File: src/rtl/pe_tile_pkg.sv
// Shared types and helpers for the PE tile engine.
//   state_e : engine FSM states (IDLE, ACCUM, DRAIN)
//   row_w   : out_row width helper, clog2(rows) with a minimum of 1
//   sext    : sign-extends the low from_w bits of a value to EXT_MAX_W bits
package pe_tile_pkg;

    typedef enum logic [1:0] {
        IDLE  = 2'd0,
        ACCUM = 2'd1,
        DRAIN = 2'd2
    } state_e;

    localparam int unsigned EXT_MAX_W = 64;

    function automatic int unsigned row_w(input int unsigned rows);
        return (rows > 1) ? $clog2(rows) : 1;
    endfunction

    // Shift the sign bit to the top, then arithmetic-shift back down.
    function automatic logic [EXT_MAX_W-1:0] sext(input logic [EXT_MAX_W-1:0] val,
                                                  input int unsigned          from_w);
        int unsigned sh;
        sh = EXT_MAX_W - from_w;
        return EXT_MAX_W'($signed(val << sh) >>> sh);
    endfunction

endpackage

File: src/rtl/pe_tile_engine_mac_cell.sv
// pe_mac_cell: one processing element of the tile.
//   clk, rst (async active-low) : clock / reset
//   clr                         : synchronous accumulator clear (wins over en)
//   en                          : accumulate a*b this cycle
//   a, b                        : signed operands
//   acc                         : signed accumulator, wraps modulo 2^ACC_WIDTH
module pe_mac_cell
    import pe_tile_pkg::*;
#(
    parameter int unsigned DATA_WIDTH = 8,
    parameter int unsigned ACC_WIDTH  = 24
) (
    input  logic                         clk,
    input  logic                         rst,
    input  logic                         clr,
    input  logic                         en,
    input  logic signed [DATA_WIDTH-1:0] a,
    input  logic signed [DATA_WIDTH-1:0] b,
    output logic signed [ACC_WIDTH-1:0]  acc
);

    localparam int unsigned PROD_W = 2 * DATA_WIDTH;

    logic signed [PROD_W-1:0]    prod;
    logic signed [ACC_WIDTH-1:0] ext;

    // Full-width signed product, sign-extended into the accumulator width.
    always_comb begin
        prod = PROD_W'(a) * PROD_W'(b);
        ext  = ACC_WIDTH'(sext(EXT_MAX_W'(prod), PROD_W));
    end

    always_ff @(posedge clk or negedge rst) begin
        if (!rst) begin
            acc <= '0;
        end else if (clr) begin
            acc <= '0;
        end else if (en) begin
            acc <= acc + ext;
        end
    end

endmodule

File: src/rtl/pe_tile_engine.sv
// pe_tile_engine: self-sequencing output-stationary ROWS x COLS matmul tile.
//   clk, rst (async active-low)
//   start, cfg_k          : job start (honoured in IDLE) and beat count
//   busy, done            : not-idle flag, one-cycle completion pulse
//   in_valid, in_ready    : beat handshake; act_in lane r = A[r][k], wt_in lane c = B[k][c]
//   out_valid, out_ready  : result-row handshake
//   out_data, out_row     : C[out_row][c] on lane c, and the row index
// Build option: define PE_TILE_RELU_EN to clamp negative output lanes to zero.
module pe_tile_engine
    import pe_tile_pkg::*;
#(
    parameter int unsigned ROWS       = 4,
    parameter int unsigned COLS       = 4,
    parameter int unsigned DATA_WIDTH = 8,
    parameter int unsigned ACC_WIDTH  = 24,
    parameter int unsigned K_WIDTH    = 8
) (
    input  logic                          clk,
    input  logic                          rst,
    input  logic                          start,
    input  logic [K_WIDTH-1:0]            cfg_k,
    output logic                          busy,
    output logic                          done,
    input  logic                          in_valid,
    output logic                          in_ready,
    input  logic [ROWS*DATA_WIDTH-1:0]    act_in,
    input  logic [COLS*DATA_WIDTH-1:0]    wt_in,
    output logic                          out_valid,
    input  logic                          out_ready,
    output logic [COLS*ACC_WIDTH-1:0]     out_data,
    output logic [row_w(ROWS)-1:0]        out_row
);

    localparam int unsigned       ROW_W    = row_w(ROWS);
    localparam logic [ROW_W-1:0]  LAST_ROW = ROW_W'(ROWS - 1);

    state_e               state, state_nx;
    logic [K_WIDTH-1:0]   k_cnt, k_cnt_nx;
    logic [ROW_W-1:0]     row_nx;
    logic                 busy_nx, done_nx, in_ready_nx, out_valid_nx;
    logic                 clr_c, beat_c, row_hs_c;

    logic signed [ACC_WIDTH-1:0] acc [ROWS][COLS];

    // Next-state, counters and registered flag values.
    always_comb begin
        state_nx = state;
        k_cnt_nx = k_cnt;
        row_nx   = out_row;
        done_nx  = 1'b0;
        clr_c    = 1'b0;
        beat_c   = in_valid & in_ready;
        row_hs_c = out_valid & out_ready;

        case (state)
            IDLE: begin
                if (start) begin
                    clr_c    = 1'b1;
                    k_cnt_nx = cfg_k;
                    row_nx   = '0;
                    state_nx = (cfg_k == '0) ? DRAIN : ACCUM;
                end
            end
            ACCUM: begin
                if (beat_c) begin
                    k_cnt_nx = k_cnt - K_WIDTH'(1);
                    if (k_cnt == K_WIDTH'(1)) begin
                        state_nx = DRAIN;
                    end
                end
            end
            DRAIN: begin
                if (row_hs_c) begin
                    if (out_row == LAST_ROW) begin
                        row_nx   = '0;
                        state_nx = IDLE;
                        done_nx  = 1'b1;
                    end else begin
                        row_nx = out_row + ROW_W'(1);
                    end
                end
            end
            default: state_nx = IDLE;
        endcase

        busy_nx      = (state_nx != IDLE);
        in_ready_nx  = (state_nx == ACCUM);
        out_valid_nx = (state_nx == DRAIN);
    end

    always_ff @(posedge clk or negedge rst) begin
        if (!rst) begin
            state     <= IDLE;
            k_cnt     <= '0;
            out_row   <= '0;
            busy      <= 1'b0;
            done      <= 1'b0;
            in_ready  <= 1'b0;
            out_valid <= 1'b0;
        end else begin
            state     <= state_nx;
            k_cnt     <= k_cnt_nx;
            out_row   <= row_nx;
            busy      <= busy_nx;
            done      <= done_nx;
            in_ready  <= in_ready_nx;
            out_valid <= out_valid_nx;
        end
    end

    // PE grid: every PE sees its row's activation and its column's weight.
    for (genvar r = 0; r < ROWS; r++) begin : g_row
        for (genvar c = 0; c < COLS; c++) begin : g_col
            pe_mac_cell #(
                .DATA_WIDTH (DATA_WIDTH),
                .ACC_WIDTH  (ACC_WIDTH)
            ) u_pe (
                .clk (clk),
                .rst (rst),
                .clr (clr_c),
                .en  (beat_c),
                .a   (act_in[r*DATA_WIDTH +: DATA_WIDTH]),
                .b   (wt_in[c*DATA_WIDTH +: DATA_WIDTH]),
                .acc (acc[r][c])
            );
        end
    end

    // Row select from the frozen accumulators; zero whenever no row is presented.
    always_comb begin
        logic signed [ACC_WIDTH-1:0] lane;
        out_data = '0;
        for (int c = 0; c < COLS; c++) begin
            lane = acc[out_row][c];
`ifdef PE_TILE_RELU_EN
            if (lane[ACC_WIDTH-1]) begin
                lane = '0;
            end
`endif
            if (out_valid) begin
                out_data[c*ACC_WIDTH +: ACC_WIDTH] = lane;
            end
        end
    end

endmodule

File: config.mk
export PLATFORM = sky130hd
export DESIGN_NAME = pe_tile_engine
export DESIGN_NICKNAME = d
export VERILOG_FILES = /design/src/rtl/pe_tile_pkg.sv /design/src/rtl/pe_tile_engine_mac_cell.sv /design/src/rtl/pe_tile_engine.sv
export SDC_FILE = /design/constraint.sdc
export NUM_CORES = 2
export LEC_CHECK = 0
export CAP_MARGIN = 20
export CORE_AREA = 2 2 418 420
export CTS_CLUSTER_SIZE = 25
export DETAILED_ROUTE_END_ITERATION = 12
export DIE_AREA = 0 0 420 422
export DONT_BUFFER_PORTS = 1
export PLACE_DENSITY_LB_ADDON = 0.15
export SETUP_SLACK_MARGIN = 0.2
export SLEW_MARGIN = 20
export SYNTH_ARGS = -nofsm -noshare
export SYNTH_HDL_FRONTEND = slang
export SYNTH_HIERARCHICAL = 1
export SYNTH_SLANG_ARGS = --single-unit
File: constraint.sdc
create_clock -name clk -period 6 [get_ports clk]
set_clock_uncertainty 0.05 [all_clocks]
set_input_delay 0.6 -clock clk [delete_from_list [all_inputs] [get_ports clk]]
set_output_delay 0.6 -clock clk [all_outputs]
set_load 0.01 [all_outputs]
=== After elaboration in Yosys (flattened, before gate mapping) ===
Index checks and enable logic that the tools add are counted.

* Add/sub/neg operators: 18
* $mul: 16
* Order comparisons: 1
* Equality and inequality tests: 9
* Mux-type cells: 58
* Bitwise gates (word level): 3
* Reductions and logical operators: 8

{| class="wikitable"
|+ Operators by type and width
! operator !! count
|-
| 24-bit two-way mux || 36
|-
| 24-bit by 16-bit adder with 24-bit output || 16
|-
| 8-bit by 8-bit multiplier with 16-bit output || 16
|-
| 96-bit binary-select mux with 2-bit select || 1
|-
| 96-bit two-way mux || 2
|-
| 2-bit two-way mux || 9
|-
| 8-bit two-way mux || 2
|-
| 8-bit case mux with 2 select lines || 1
|-
| 8-bit by 1-bit equality test with 1-bit output, second input constant || 1
|-
| 8-bit zero test || 1
|-
| 2-bit nonzero test || 4
|-
| 8-bit by 1-bit subtractor with 8-bit output, second input constant || 1
|-
| 2-bit equality test, second input constant || 3
|-
| 2-bit inequality test, second input constant || 3
|-
| 2-bit case mux with 3 select lines || 1
|-
| 3-bit AND reduction || 2
|-
| 1-bit two-way mux || 5
|-
| 2-bit by 1-bit equality test with 1-bit output, second input constant || 2
|-
| 2-bit case mux with 2 select lines || 1
|-
| 3-bit >= comparator, second input constant || 1
|-
| 2-bit NOT with 3-bit output || 1
|-
| 2-bit by 1-bit adder with 2-bit output, second input constant || 1
|-
| 1-bit bitwise AND || 2
|-
| 2-bit zero test || 1
|}

* Register bits: 400
* Output and inout bits: 102
* Logic and storage cells: 136

=== Depth between registers and ports, before layout ===
* Depth after elaboration: 5
* Mapped depth: 20
* Gate-level depth less buffers: 19

=== Cells and area by module ===
Netlist, hierarchy kept.

{| class="wikitable"
|+ By module, submodules not included
! module !! times used !! cells each !! area each (µm²) !! sequential area each (µm²)
|-
| pe_mac_cell (g_row[1].g_col[0].u_pe ...) || 9 || 529 || 5266.3 || 600.6
|-
| pe_mac_cell (g_row[0].g_col[1].u_pe ...) || 3 || 529 || 5238.8 || 600.6
|-
| pe_mac_cell (g_row[3].g_col[3].u_pe) || 1 || 516 || 5273.8 || 600.6
|-
| pe_mac_cell (g_row[0].g_col[0].u_pe) || 1 || 526 || 5216.3 || 600.6
|-
| pe_mac_cell (g_row[3].g_col[2].u_pe) || 1 || 508 || 5079.9 || 600.6
|-
| pe_mac_cell (g_row[3].g_col[1].u_pe) || 1 || 500 || 5062.4 || 600.6
|-
| pe_tile_engine || 1 || 316 || 3798.6 || 400.4
|}

=== Worst setup path after synthesis ===
Ideal clock, no wire load.

* Path kind: in2reg
* From: input act_in[31]
* To: register g_row[3].g_col[2].u_pe.acc[23]
* Library setup time: 111 ps
* Arrival time: 5867 ps
* Required time: 5839 ps
* Path slack: -28 ps
* Cell stages on the path: 16
* Path buffers: 0
* Cell sequence: and2_1 -> inv_1 -> fa_1 -> inv_1 -> fa_1 -> fa_1 -> fa_1 -> fa_1 -> ha_1 -> a21o_1 -> a21oi_1 -> a21boi_1 -> a211o_1 -> a211o_1 -> o311a_1 -> a2111oi_2

* Word-level cells in the longest chain between the ends: 4

{| class="wikitable"
|+ RTL lines
! what !! line !! RTL
|-
| start, declared || pe_tile_engine.sv:26 || <nowiki>input logic [ROWS*DATA_WIDTH-1:0] act_in,</nowiki>
|-
| 8-bit by 8-bit multiplier with 16-bit output || pe_tile_engine_mac_cell.sv:29 || <nowiki>prod = PROD_W'(a) * PROD_W'(b);</nowiki>
|-
| 24-bit by 16-bit adder with 24-bit output || pe_tile_engine_mac_cell.sv:39 || <nowiki>acc <= acc + ext;</nowiki>
|-
| 24-bit two-way mux || pe_tile_engine_mac_cell.sv:38 || <nowiki>end else if (en) begin</nowiki>
|-
| 24-bit two-way mux || pe_tile_engine_mac_cell.sv:36 || <nowiki>end else if (clr) begin</nowiki>
|-
| end signal, assigned || pe_tile_engine_mac_cell.sv:39 ||
|-
| end, declared || pe_tile_engine_mac_cell.sv:19 || <nowiki>output logic signed [ACC_WIDTH-1:0] acc</nowiki>
|}

No other way between the ends. The select of a mux whose other input is x is not followed.
A chain may end at the register's enable or synchronous reset.

=== Worst setup path in the final report ===
* From: register g_row[3].g_col[2].u_pe.acc[6]
* To: register g_row[3].g_col[2].u_pe.acc[23]

* Word-level cells in the longest chain between the ends: 3

{| class="wikitable"
|+ RTL lines
! what !! line
|-
| 24-bit by 16-bit adder with 24-bit output || pe_tile_engine_mac_cell.sv:39
|-
| 24-bit two-way mux || pe_tile_engine_mac_cell.sv:38
|-
| 24-bit two-way mux || pe_tile_engine_mac_cell.sv:36
|}

No other way between the ends. The select of a mux whose other input is x is not followed.

==> metrics.log <==
INFO  metric run_status = complete, but fails checks
INFO  metric violations = negative hold slack
INFO  metric floorplan.die_area = 177200 um2
INFO  metric critical_path_peak_fanout = 5
INFO  metric global_route_hottest_layer = met2
INFO  metric drt_iter0_drc = 3624
INFO  metric slew_headroom = 0.1695
INFO  metric layout-drive-gt1-share = 0.04928
INFO  metric critical_path.most_common_cell = sky130_fd_sc_hd__fa_1
INFO  metric cts_tree = done
INFO  metric critical_path.cell_chain = inv_1, fa_1, inv_1, fa_1, inv_1, fa_1, inv_1, fa_1, fa_1, ha_1, a21o_1, a21oi_1, a21boi_1, a211o_1, a211o_1, o311a_1, a2111oi_2
INFO  metric ff2ff_setup_slack = 600 ps
INFO  metric flow.area_growth_from_synthesis = 5.657%
INFO  metric critical_path.reg2reg.endpoint = g_row[3].g_col[2].u_pe/acc[23]$_DFFE_PN0P_
INFO  metric htree_num_levels = 2
INFO  metric clock_pin_transition_on_the_worst_setup_and_hold_timing_paths = 60 ps
INFO  metric ios = 179
INFO  metric finalWorstPathRequiredPeriod = 5400 ps
INFO  metric grt_start_max_net_pins = 401
INFO  metric cp_data_required_time = 6510 ps
INFO  metric die_w = 420 um
INFO  metric netlist.area_leader.share = 0.3805
INFO  metric number_of_antenna_violations_at_the_first_check_in_global_routing = 15
INFO  metric post_cts_sizing_count = 0
INFO  metric start_util = 0.5064
INFO  metric gr-usage-all-layers = 0.2686
INFO  metric timing.hold.worst.class = in -> async
INFO  metric gr-total-overflow = 0
INFO  metric critical_path_class = reg -> reg
INFO  metric postSynthNetCount = 11320
INFO  metric clockBufferDepth = 3
INFO  metric postSynth.topFlopCell = sky130_fd_sc_hd__dfrtp_1
INFO  metric ys_types = 110
INFO  metric synth-edff-count = 0
INFO  metric crit_buf_inv = 4
INFO  metric cts_num_sinks = 400
INFO  metric grt_pass1_wl = 374.3 mm
INFO  metric grt_util_met1 = 0.3756
INFO  metric synth_top_area_cell = sky130_fd_sc_hd__fa_1
INFO  metric worstSkewPairLatency = 680 ps
INFO  metric mean_routed_wirelength_per_cell = 20.75 um
INFO  metric final_nets = 11300
INFO  metric max_cap_viol_count = 0
INFO  metric netlist_top_cells_count = 1664 x sky130_fd_sc_hd__fa_1, 1632 x sky130_fd_sc_hd__inv_1, 867 x sky130_fd_sc_hd__ha_1
INFO  metric total_via_count_after_detailed_routing = 61820
INFO  metric critical_path.slowest_cell = sky130_fd_sc_hd__fa_1
INFO  metric clock_tree.root_cell = sky130_fd_sc_hd__clkbuf_16
INFO  metric origin_of_the_critical_flop_to_flop_path = g_row[3].g_col[2].u_pe/acc[6]$_DFFE_PN0P_
INFO  metric fillers = 15570
INFO  metric kind_of_launch_point_of_the_worst_setup_path = flip-flop
INFO  metric critical-path-max-stage-delay = 540 ps
INFO  metric ys_seq_elements = 400
INFO  metric postRouteAntennaNets = 0
INFO  metric synth-warning-count = 6
INFO  metric place.detailed.hpwl = 177.3 mm
INFO  metric final.period_utilization = 0.9001
INFO  metric gp_congestion = 0.9177
INFO  metric port_buffers = 0
INFO  metric finalSetupViolCount = 0
INFO  metric crit_start = g_row[3].g_col[2].u_pe/acc[6]$_DFFE_PN0P_
INFO  metric die_h = 422 um
INFO  metric detail_route.vias_per_cell = 5.593
INFO  metric first_global_vias = 66460
INFO  metric synth.avg_cell_area = 10.05 um2
INFO  metric finalHoldViolCount = 400
INFO  metric cts_setup_buffers = 0
INFO  metric timing.critical_path.arrival = 5910 ps
INFO  metric timing.fmax = 0.1852 GHz
INFO  metric grt.met3_usage = 0.03409
INFO  metric syn-instance-count = 8714
INFO  metric drc_errors = 0
INFO  metric design.core.area = 172900 um2
INFO  metric rows = 153
INFO  metric worst_path_dominant_cell_family = adder cells
INFO  metric worst-slew-pin-transition = 1246 ps
INFO  metric whs = -403.2 ps
INFO  metric synth_top_cells_by_area = sky130_fd_sc_hd__fa_1 38%, sky130_fd_sc_hd__ha_1 12%, sky130_fd_sc_hd__dfrtp_1 11%, sky130_fd_sc_hd__inv_1 7.0%, sky130_fd_sc_hd__and2_1 4.5%
INFO  metric register_area = 10020 um2
INFO  metric synth_most_common_cell = sky130_fd_sc_hd__fa_1
INFO  metric syn-cell-area = 87540 um2
INFO  metric slew_violations = 0
INFO  metric grtUsageMet2 = 0.4448
INFO  metric asyncSetResetFlopFracSynth = 1.000
INFO  metric tritoncts.num_buffers = 56
INFO  metric seq_area_frac_synth = 0.1143
INFO  metric wirelength = 229.3 mm
INFO  metric r2r.worst_path.cells = 17
INFO  metric finalSetupTns = 0 ps
INFO  metric dr.pass1.iters = 6
INFO  metric multiInputGateArea = 70680 um2
INFO  metric rsz0062_at_grt = false
INFO  metric worst_setup_path_end_kind = flip-flop
INFO  metric timing.critical_path.depth = 17
[per-stage QoR]
step / cell area, um2 / utilization / setup slack (ps) / std cells
6_report: 92500 / 0.5351 / 599.6 / 11050
5_1_grt: 92490 / 0.5350 / 334.0 / 11050
4_1_cts: 92480 / 0.5350 / 591.7 / 11050
3_5_place_dp: 90420 / 0.5231 / 109.8 / 10950
3_3_place_gp: 90420 / 0.5231 / 256.6 / 10950
2_1_floorplan: 87550 / - / 286.0 / 8714
[logic make-up after synthesis]
logic type               after synthesis  share of synthesized area
multiplexers                         264                    0.04409
XOR/XNOR                             270                    0.02701
buffers and inverters               1804                    0.07851
adder cells (fa/ha/maj)             2531                     0.5044
AND/OR/NAND/NOR                     2349                     0.1397
flip-flops                           400                     0.1143
AO/OA/AOI/OAI                       1096                    0.09190
[cell type report]
cell class / count / share of cell area
Timing Repair Buffer: 71 / 0.006845
Sequential cell: 400 / 0.1083
Clock inverter: 23 / 0.005221
Multi-Input combinational cell: 6510 / 0.7641
Clock buffer: 74 / 0.01708
Inverter: 1648 / 0.06688
Tap cell: 2325 / 0.03145
Antenna cell: 3 / 0.00008116
[sequential cells by signal, indices dropped and copies added, names as in the netlist]
signal / count
done: 1
in_ready: 1
k_cnt: 8
out_row: 2
busy: 1
g_row.g_col.u_pe/acc: 384
state: 2
out_valid: 1
[layout by cell type (no fill, tap or decap), types with 49 or more instances in the layout]
master | synthesis | routed
sky130_fd_sc_hd__fa_1 | 1664 | 1664
sky130_fd_sc_hd__inv_1 | 1632 | 1632
sky130_fd_sc_hd__ha_1 | 867 | 867
sky130_fd_sc_hd__and2_1 | 629 | 623
sky130_fd_sc_hd__nand2_1 | 612 | 612
sky130_fd_sc_hd__nor2_1 | 536 | 536
sky130_fd_sc_hd__dfrtp_1 | 400 | 397
sky130_fd_sc_hd__xnor2_1 | 222 | 222
sky130_fd_sc_hd__a21oi_1 | 188 | 188
sky130_fd_sc_hd__o21ai_0 | 177 | 177
sky130_fd_sc_hd__mux2i_1 | 164 | 164
sky130_fd_sc_hd__nand2b_1 | 106 | 106
sky130_fd_sc_hd__mux4_2 | 97 | 97
sky130_fd_sc_hd__a21o_1 | 87 | 87
sky130_fd_sc_hd__o21ai_1 | 65 | 65
sky130_fd_sc_hd__nand3_1 | 63 | 63
sky130_fd_sc_hd__buf_4 | 1 | 62
sky130_fd_sc_hd__o21a_1 | 57 | 57
sky130_fd_sc_hd__clkbuf_16 | 0 | 57
sky130_fd_sc_hd__nor3b_1 | 57 | 57
sky130_fd_sc_hd__a211oi_1 | 54 | 54
sky130_fd_sc_hd__nor3_1 | 53 | 53
sky130_fd_sc_hd__a31oi_1 | 49 | 49
[worst max-delay path by stage]
| stage | slack (ps) | endpoint |
|---|---|---|
| after global routing | 330 | g_row[3].g_col[2].u_pe/acc[23]$_DFFE_PN0P_ |
| after detailed placement | 110 | g_row[3].g_col[2].u_pe/acc[23]$_DFFE_PN0P_ |
| after CTS | 590 | g_row[3].g_col[2].u_pe/acc[23]$_DFFE_PN0P_ |
| after floorplan | 290 | g_row[3].g_col[2].u_pe/acc[23]$_DFFE_PN0P_ |
| after global placement | 260 | g_row[3].g_col[2].u_pe/acc[23]$_DFFE_PN0P_ |
| final | 600 | g_row[3].g_col[2].u_pe/acc[23]$_DFFE_PN0P_ |
[layer usage]
layer | wire, um | vias up | part of all wire
met3 | 11520 | 240 | 0.050
met4 | 6297 | 4 | 0.027
met2 | 110100 | 1419 | 0.48
li1 | - | 28040 | -
met5 | 34 | - | 0.00015
met1 | 101400 | 32120 | 0.44
Power is left out: the tool's default activity adds up to more than one toggle a clock period on the data nets, which glitch-free logic cannot reach.
